==> src/rtl/vga_pkg.sv <==
// vga_pkg: shared framebuffer geometry, bus widths and scan states
package vga_pkg;
  localparam int H_ACTIVE_DFLT = 640;
  localparam int V_ACTIVE_DFLT = 480;
  localparam int ADDR_W = 19;
  localparam int PIX_W = 24;
  typedef enum logic [1:0] {IDLE, SCAN, DONE} scan_state_t;
endpackage

==> src/rtl/vga_pix_fifo.sv <==
// vga_pix_fifo: show-ahead pixel FIFO; an incoming word falls through to the head when empty
module vga_pix_fifo #(
  parameter int DEPTH = 8,
  parameter int W = 24
) (
  input  logic                   clk,
  input  logic                   rst,
  input  logic                   push,
  input  logic                   pop,
  input  logic                   flush,
  input  logic [W-1:0]           din,
  output logic                   valid,
  output logic [W-1:0]           dout,
  output logic [$clog2(DEPTH):0] count
);
  localparam int AW = $clog2(DEPTH);
  logic [W-1:0] mem [DEPTH];
  logic [AW-1:0] rp, wp;
  logic empty;
  assign empty = count == '0;
  assign valid = !empty || push;
  assign dout = !empty ? mem[rp] : push ? din : '0;
  always_ff @(posedge clk or negedge rst)
    if (!rst) begin
      rp <= '0;
      wp <= '0;
      count <= '0;
    end else if (flush) begin
      rp <= '0;
      wp <= '0;
      count <= '0;
    end else begin
      wp <= wp + AW'(push);
      rp <= rp + AW'(pop);
      count <= count + (AW+1)'(push) - (AW+1)'(pop);
    end
  always_ff @(posedge clk)
    if (push) mem[wp] <= din;
endmodule

==> src/rtl/vga_fb_arbiter.sv <==
// vga_fb_arbiter: shares the single-port framebuffer between raster-order display refill and CPU access
module vga_fb_arbiter import vga_pkg::*; #(
  parameter int H_ACTIVE = H_ACTIVE_DFLT,
  parameter int V_ACTIVE = V_ACTIVE_DFLT,
  parameter int FIFO_DEPTH = 8,
  parameter int URGENT_LVL = 4
) (
  input  logic              clk,
  input  logic              rst,
  input  logic              frame_start,
  input  logic              pix_req,
  output logic              pix_valid,
  output logic [PIX_W-1:0]  pix_data,
  output logic              underflow,
  input  logic              cpu_valid,
  output logic              cpu_ready,
  input  logic              cpu_we,
  input  logic [ADDR_W-1:0] cpu_addr,
  input  logic [PIX_W-1:0]  cpu_wdata,
  output logic              cpu_rvalid,
  output logic [PIX_W-1:0]  cpu_rdata,
  output logic              ram_en,
  output logic              ram_we,
  output logic [ADDR_W-1:0] ram_addr,
  output logic [PIX_W-1:0]  ram_wdata,
  input  logic [PIX_W-1:0]  ram_rdata
);
  localparam int CW = $clog2(FIFO_DEPTH) + 1;
  scan_state_t state, state_nx;
  logic [9:0] h;
  logic [8:0] v;
  logic disp_pend, cpu_rd_pend, elig, urgent, cpu_gnt, disp_gnt, last_px, push, pop;
  logic [CW-1:0] count;
  logic [CW:0] fill;
  assign fill = {1'b0, count} + (CW+1)'(disp_pend);
  assign elig = state == SCAN && fill < (CW+1)'(FIFO_DEPTH) && !frame_start;
  assign urgent = elig && fill <= (CW+1)'(URGENT_LVL);
  assign cpu_gnt = cpu_valid && !urgent;
  assign disp_gnt = elig && !cpu_gnt;
  assign cpu_ready = cpu_gnt;
  assign last_px = h == 10'(H_ACTIVE - 1) && v == 9'(V_ACTIVE - 1);
  // a read in flight across frame_start belongs to the old frame and is dropped
  assign push = disp_pend && !frame_start;
  assign pop = pix_req && pix_valid && !frame_start;
  assign underflow = pix_req && !pix_valid && !frame_start;
  assign ram_en = cpu_gnt || disp_gnt;
  assign ram_we = cpu_gnt && cpu_we;
  assign ram_addr = disp_gnt ? {h, v} : cpu_gnt ? cpu_addr : '0;
  assign ram_wdata = ram_we ? cpu_wdata : '0;
  assign cpu_rvalid = cpu_rd_pend;
  assign cpu_rdata = cpu_rd_pend ? ram_rdata : '0;
  always_comb
    state_nx = frame_start ? SCAN : (disp_gnt && last_px) ? DONE : state;
  always_ff @(posedge clk or negedge rst)
    if (!rst) begin
      state <= IDLE;
      h <= '0;
      v <= '0;
      disp_pend <= 1'b0;
      cpu_rd_pend <= 1'b0;
    end else begin
      state <= state_nx;
      disp_pend <= disp_gnt;
      cpu_rd_pend <= cpu_gnt && !cpu_we;
      if (frame_start) begin
        h <= '0;
        v <= '0;
      end else if (disp_gnt) begin
        h <= h == 10'(H_ACTIVE - 1) ? '0 : h + 1'b1;
        if (h == 10'(H_ACTIVE - 1)) v <= v + 1'b1;
      end
    end
  vga_pix_fifo #(.DEPTH(FIFO_DEPTH), .W(PIX_W)) u_fifo (
    .clk(clk),
    .rst(rst),
    .push(push),
    .pop(pop),
    .flush(frame_start),
    .din(ram_rdata),
    .valid(pix_valid),
    .dout(pix_data),
    .count(count)
  );
endmodule

==> config.mk <==
export PLATFORM = sky130hd
export DESIGN_NAME = vga_fb_arbiter
export DESIGN_NICKNAME = d
export VERILOG_FILES = /design/src/rtl/vga_pkg.sv /design/src/rtl/vga_pix_fifo.sv /design/src/rtl/vga_fb_arbiter.sv
export SDC_FILE = /design/constraint.sdc
export NUM_CORES = 1
export LEC_CHECK = 0
export ABC_AREA = 1
export BUFFER_PORTS_ARGS = -buffer_cell sky130_fd_sc_hd__buf_4
export CAP_MARGIN = 30
export CORE_ASPECT_RATIO = 1.1
export CORE_MARGIN = 4
export CORE_UTILIZATION = 36
export DETAILED_ROUTE_END_ITERATION = 10
export SLEW_MARGIN = 20
export SYNTH_ARGS = -nofsm -noshare
export SYNTH_HDL_FRONTEND = slang
export SYNTH_SLANG_ARGS = --single-unit
==> constraint.sdc <==
create_clock -name clk -period 4.85 [get_ports clk]
set_input_delay 0.2425 -clock clk [delete_from_list [all_inputs] [get_ports clk]]
set_output_delay 0.2425 -clock clk [all_outputs]
set_load 0.01 [all_outputs]
# Word level (Yosys, flattened, before mapping)
# Memory sizes are Yosys's and may differ from the RTL's.
# Index checks and enable logic that the tools add are counted.
[op_classes] magnitude_cmp=2 n_mux=19 n_reduce_logical=27 n_eq_ne=3 addsub=7
[op_table] op="$mux 24" count=4
[op_table] op="$mux 19" count=2
[op_table] op="$mux 10" count=3
[op_table] op="$mux 9" count=3
[op_table] op="$logic_and 1x1->1" count=14
[op_table] op="$add 10x1->10 const B" count=1
[op_table] op="$eq 10x10->1 const B" count=1
[op_table] op="$add 9x1->9 const B" count=1
[op_table] op="$eq 9x9->1 const B" count=1
[op_table] op="$add 3x1->3" count=2
[op_table] op="$logic_not 1->1" count=6
[op_table] op="$mux 3" count=2
[op_table] op="$reduce_bool 2->1" count=3
[op_table] op="$add 4x1->5" count=1
[op_table] op="$le 5x3->1 const B" count=1
[op_table] op="$lt 5x4->1 const B" count=1
[op_table] op="$add 4x1->4" count=1
[op_table] op="$logic_not 4->1" count=1
[op_table] op="$mux 2" count=2
[op_table] op="$mux 4" count=1
[op_table] op="$sub 4x1->4" count=1
[op_table] op="$eq 2x1->1 const B" count=1
[op_table] op="$logic_or 1x1->1" count=2
[op_table] op="$mux 1" count=2
[op_table] op="$reduce_and 2->1" count=1
[word_totals] reg_bits=33 inputBits=73 ramBits=192 mem_count=1
[memory_table] name="u_fifo.mem" words=8 word_bits=24 read_ports=1 rd_clocked_by_memory_dff=0 wr=1 line="vga_pix_fifo.sv:17" source="logic [W-1:0] mem [DEPTH];"

# Depth between registers and ports, before layout
[depth] word_depth=12 depth_mapped=14 ltp_nobuf=14

# By module
# Synthesis repeated with hierarchy kept, for this count alone.
[unflattened] cells_unflattened=1261 hier_area_um2=11126.9
[by_module_without_submodules] module="vga_pix_fifo" instances=1 seq_area_each_um2=6015.8 area_per_inst_um2=8967.4 cells_each=884
[by_module_without_submodules] module="vga_fb_arbiter" instances=1 seq_area_each_um2=575.6 area_per_inst_um2=2159.6 cells_each=377

# Worst setup path before layout
# Ideal clock, no wire load.
[synth_path] path_kind="input to register" startpoint="input port frame_start" endpoint="memory u_fifo.mem[0][0] (enable)" t_arrival_ns=1.871 setup_time_ns=0.405 path_slack_ns=2.574 stages=5 required_ns=4.445 path_cell_list="buf_6 -> inv_6 -> nand2_1 -> or2_2 -> nor2_1"
[synth_via] elab_chain_len=4
[synth_lines] element="start: declaration" line="vga_fb_arbiter.sv:10" source="input logic frame_start,"
[synth_lines] element="$logic_not 1->1" line="vga_fb_arbiter.sv:43" source="assign push = disp_pend && !frame_start;"
[synth_lines] element="$logic_and 1x1->1" line="vga_fb_arbiter.sv:43"
[synth_lines] element="$mux 1" line="vga_pix_fifo.sv:38" source="if (push) mem[wp] <= din;"
[synth_lines] element="$mux 1 (implied by the code)" line="vga_pix_fifo.sv:38"
[synth_lines] element="end: declaration" line="vga_pix_fifo.sv:17"
# Every way passes these cells.

# Worst setup path after layout
[layout_path] startpoint="register u_fifo.rp[0]" endpoint="output port pix_data[22]"
[layout_via] elab_chain_len=2
[layout_lines] element="start: declaration" line="vga_pix_fifo.sv:18" source="logic [AW-1:0] rp, wp;"
[layout_lines] element="start signal: assignment" line="vga_pix_fifo.sv:34" source="rp <= rp + AW'(pop);"
[layout_lines] element="$mem_v2 8x24"
[layout_lines] element="$mux 24" line="vga_pix_fifo.sv:22" source="assign dout = !empty ? mem[rp] : push ? din : '0;"
[layout_lines] element="end: declaration" line="vga_fb_arbiter.sv:13" source="output logic [PIX_W-1:0] pix_data,"
# Every way passes these cells.

==> results.json <==
{
  "drive_gt1_share_pct": 20.64,
  "start_util_pct": 36.51,
  "max_freq_ghz": 0.3299,
  "setup_viol": 0,
  "fp.dieW_um": 170.5,
  "crit_chain": "inv_2, buf_4, nor2_1, o211ai_1, nand3_1, nand2_1, buf_4",
  "ys_top_cells_by_area": "edfxtp_1 55%, dfrtp_1 7.9%, nor2_1 7.6%, nand2_1 6.8%, o21ai_0 5.3%",
  "cts_tree": "done",
  "synthArstFlopShare_pct": 14.67,
  "crit_arrival_ns": 2.79,
  "hpwlAfterDp_mm": 15.78,
  "p_sw_uw": 1534,
  "endpoint_kind": "output port",
  "synth_edf_count": 192,
  "numCtsBuffers": 25,
  "grt_use_total_pct": 15.84,
  "clk_pin_slew_ns": 0.06,
  "antenna_left": 0,
  "multi_input_area_um2": 3234,
  "fin_crit_ns": 3.032,
  "clk_latency_ns": 0.51,
  "maxSlewHeadroom_pct": 38.03,
  "gp_congestion": 0.8551,
  "port-buffer-count": 169,
  "tightest_slew_ns": 0.9282,
  "setup_slack_ns": 1.818,
  "leakagePower_uw": 0.005488,
  "finalNetCount": 1318,
  "hp-class": "in -> reg",
  "p_sw_share_pct": 29.19,
  "critPathMostFrequentCell": "buf_4",
  "critPathSlowestCell": "inv_2",
  "first_global_vias": 7694,
  "cts_buffer_depth": 3,
  "tns_ns": 0,
  "pwr_density_cell_nw_per_um2": 399.9,
  "synth.yosys.seq_area_share_pct": 63.06,
  "vias": 7850,
  "critPathMaxStageDelay_ns": 0.67,
  "p_total_uw": 5256,
  "synthCells": 1045,
  "synthFlopType": "edfxtp_1",
  "ctsResizeCount": 0,
  "cts_setup_buffers": 0,
  "syn_area_um2": 10450,
  "register_area_um2": 6594,
  "h-tree-depth": 1,
  "fin_cells": 1618,
  "rows": 65,
  "maxSlewViolCount": 0,
  "pin_count": 170,
  "dpl.cell_count": 1547,
  "path_buf_inv": 3,
  "critPathTopFamily": "buffers and inverters",
  "viasPerCell": 4.852,
  "synth_most_common_cell": "nor2_1",
  "worstPathRequired_ns": 4.61,
  "synth_top_area_share_pct": 55.16,
  "crit_type": "reg -> out",
  "yosys-top-cells-count": "212 x nor2_1, 192 x edfxtp_1, 190 x nand2_1, 111 x o21ai_0, 88 x inv_1",
  "first_pass_iters": 5,
  "finalHoldViolations": 0,
  "area_growth_pct": 25.74,
  "grt_pass1_wl_mm": 41.13,
  "comb_power_share_pct": 24.1,
  "synth_nets": 1132,
  "core_um2": 28630,
  "crit_fanout": 53,
  "intPower_uw": 3721,
  "dp_slack_ns": 2.334,
  "start_kind": "register",
  "grt_max_degree": 98,
  "ys_types": 35,
  "fillers": 2716,
  "root_buffer": "clkbuf_16",
  "status": "complete, no violations",
  "cts_hold_buf": 24,
  "p_seq_share_pct": 41.8,
  "cap_violations": 0,
  "grt_antenna_before_repair": 0,
  "ys_warn_count": 0,
  "syn_area_per_cell_um2": 10.00,
  "ys_seq_elements": 225,
  "clock-sinks": 225,
  "drtIter0Drc": 504,
  "clock_power_share_pct": 34.1,
  "drc": 0,
  "die_y_um": 186.7,
  "grt-ovfl-total": 0,
  "dieArea_um2": 31830,
  "num_antenna_cells": 0,
  "finalWirelength_mm": 25.87,
  "finClkSkew_ns": 0.008488,
  "fin_crit_sh_pct": 62.51,
  "rsz0062_at_grt": "false",
  "vdd_drop_max_uv": 258.3,
  "synth_top_cell_by_area": "edfxtp_1",
  "wl_per_cell_um": 15.99
}
==> final cells by class <==
class                   count  area share (%)
well taps                 368           3.503
repair buffers            211           13.06
clock buffers              25           4.760
multi-input cells         676           24.61
inverters                  92           2.704
flip-flops and latches    225           50.17
clock inverters            21           1.190
==> power by group through the flow <==
stage	clock, uW	sequential [uW]	combinational [uW]
global placement	0	2240	1210
finish	1790	2200	1270
CTS	1830	2200	1290
global route	1910	2200	1420
detailed placement	0	2240	1260
floorplan	0	2230	710
==> stage by stage <==
| step | util [%] | hold WS, ns | cell area (um^2) |
|---|---|---|---|
| 2_1_floorplan | - | -0.05309 | 10450 |
| 3_3_place_gp | 41.98 | 0.2274 | 12020 |
| 3_5_place_dp | 42.27 | 0.2252 | 12100 |
| 4_1_cts | 45.84 | 0.005884 | 13120 |
| 5_1_grt | 45.91 | 0.01460 | 13140 |
| 6_report | 45.91 | 0.02061 | 13140 |
==> layout by cell type, fill, tap and decap left out, drive strengths merged <==
cell type / count
nand3: 53
clkinvlp: 1
o211ai: 48
xnor2: 2
inv: 93
clkbuf: 25
fa: 1
o22ai: 1
nor2: 219
o21ai: 122
mux2i: 1
buf: 187
nand2: 196
or2: 2
bufinv: 2
nor3b: 2
a21oi: 4
clkinv: 17
dlygate4sd3: 24
nor3: 3
nand4: 7
dfrtp: 33
ha: 13
edfxtp: 192
xor2: 2
==> final timing paths <==
check	slack (ns)	endpoint	cells after the start	from
worst min-delay path	0.02	u_fifo.mem[7][1]	1	ram_rdata[1]
worst min register to register	0.52	v[8]	2	v[8]
worst max-delay path	1.82	pix_data[22]	7	u_fifo.rp[0]
max in group asynchronous	4.29	u_fifo.rp[0]	2	rst
min in group asynchronous	0.21	v[6]	2	rst
worst max register to register	2.44	u_fifo.count[2]	13	u_fifo.count[2]
==> kinds of logic (layout without fill, tap and decap cells) <==
kind of cell,count (synthesis),count (layout),synth area share (%)
adders and majority gates,14,14,1.748
DFF,225,225,63.06
xor gates and xnor gates,4,4,0.3352
buffers and inverters,144,349,6.189
and+or+nand+nor,482,482,18.82
AOI/OAI and AO/OA,175,175,9.756
muxes,1,1,0.09577
==> registers in the layout (all words and copies together) (netlist names) <==
signal / flops
u_fifo.mem: 192
h: 10
v: 9
u_fifo.count: 4
u_fifo.rp: 3
u_fifo.wp: 3
state: 2
cpu_rvalid: 1
disp_pend: 1
==> per-layer routing <==
metal,vias up,part of all wire [%],track usage (%)
met4,0,1.1,2.826
met3,26,5.2,2.542
met1,3729,45,21.63
li1,3899,-,-
met5,-,0,0
met2,196,49,27.01
(Power assumes the default switching activity.)
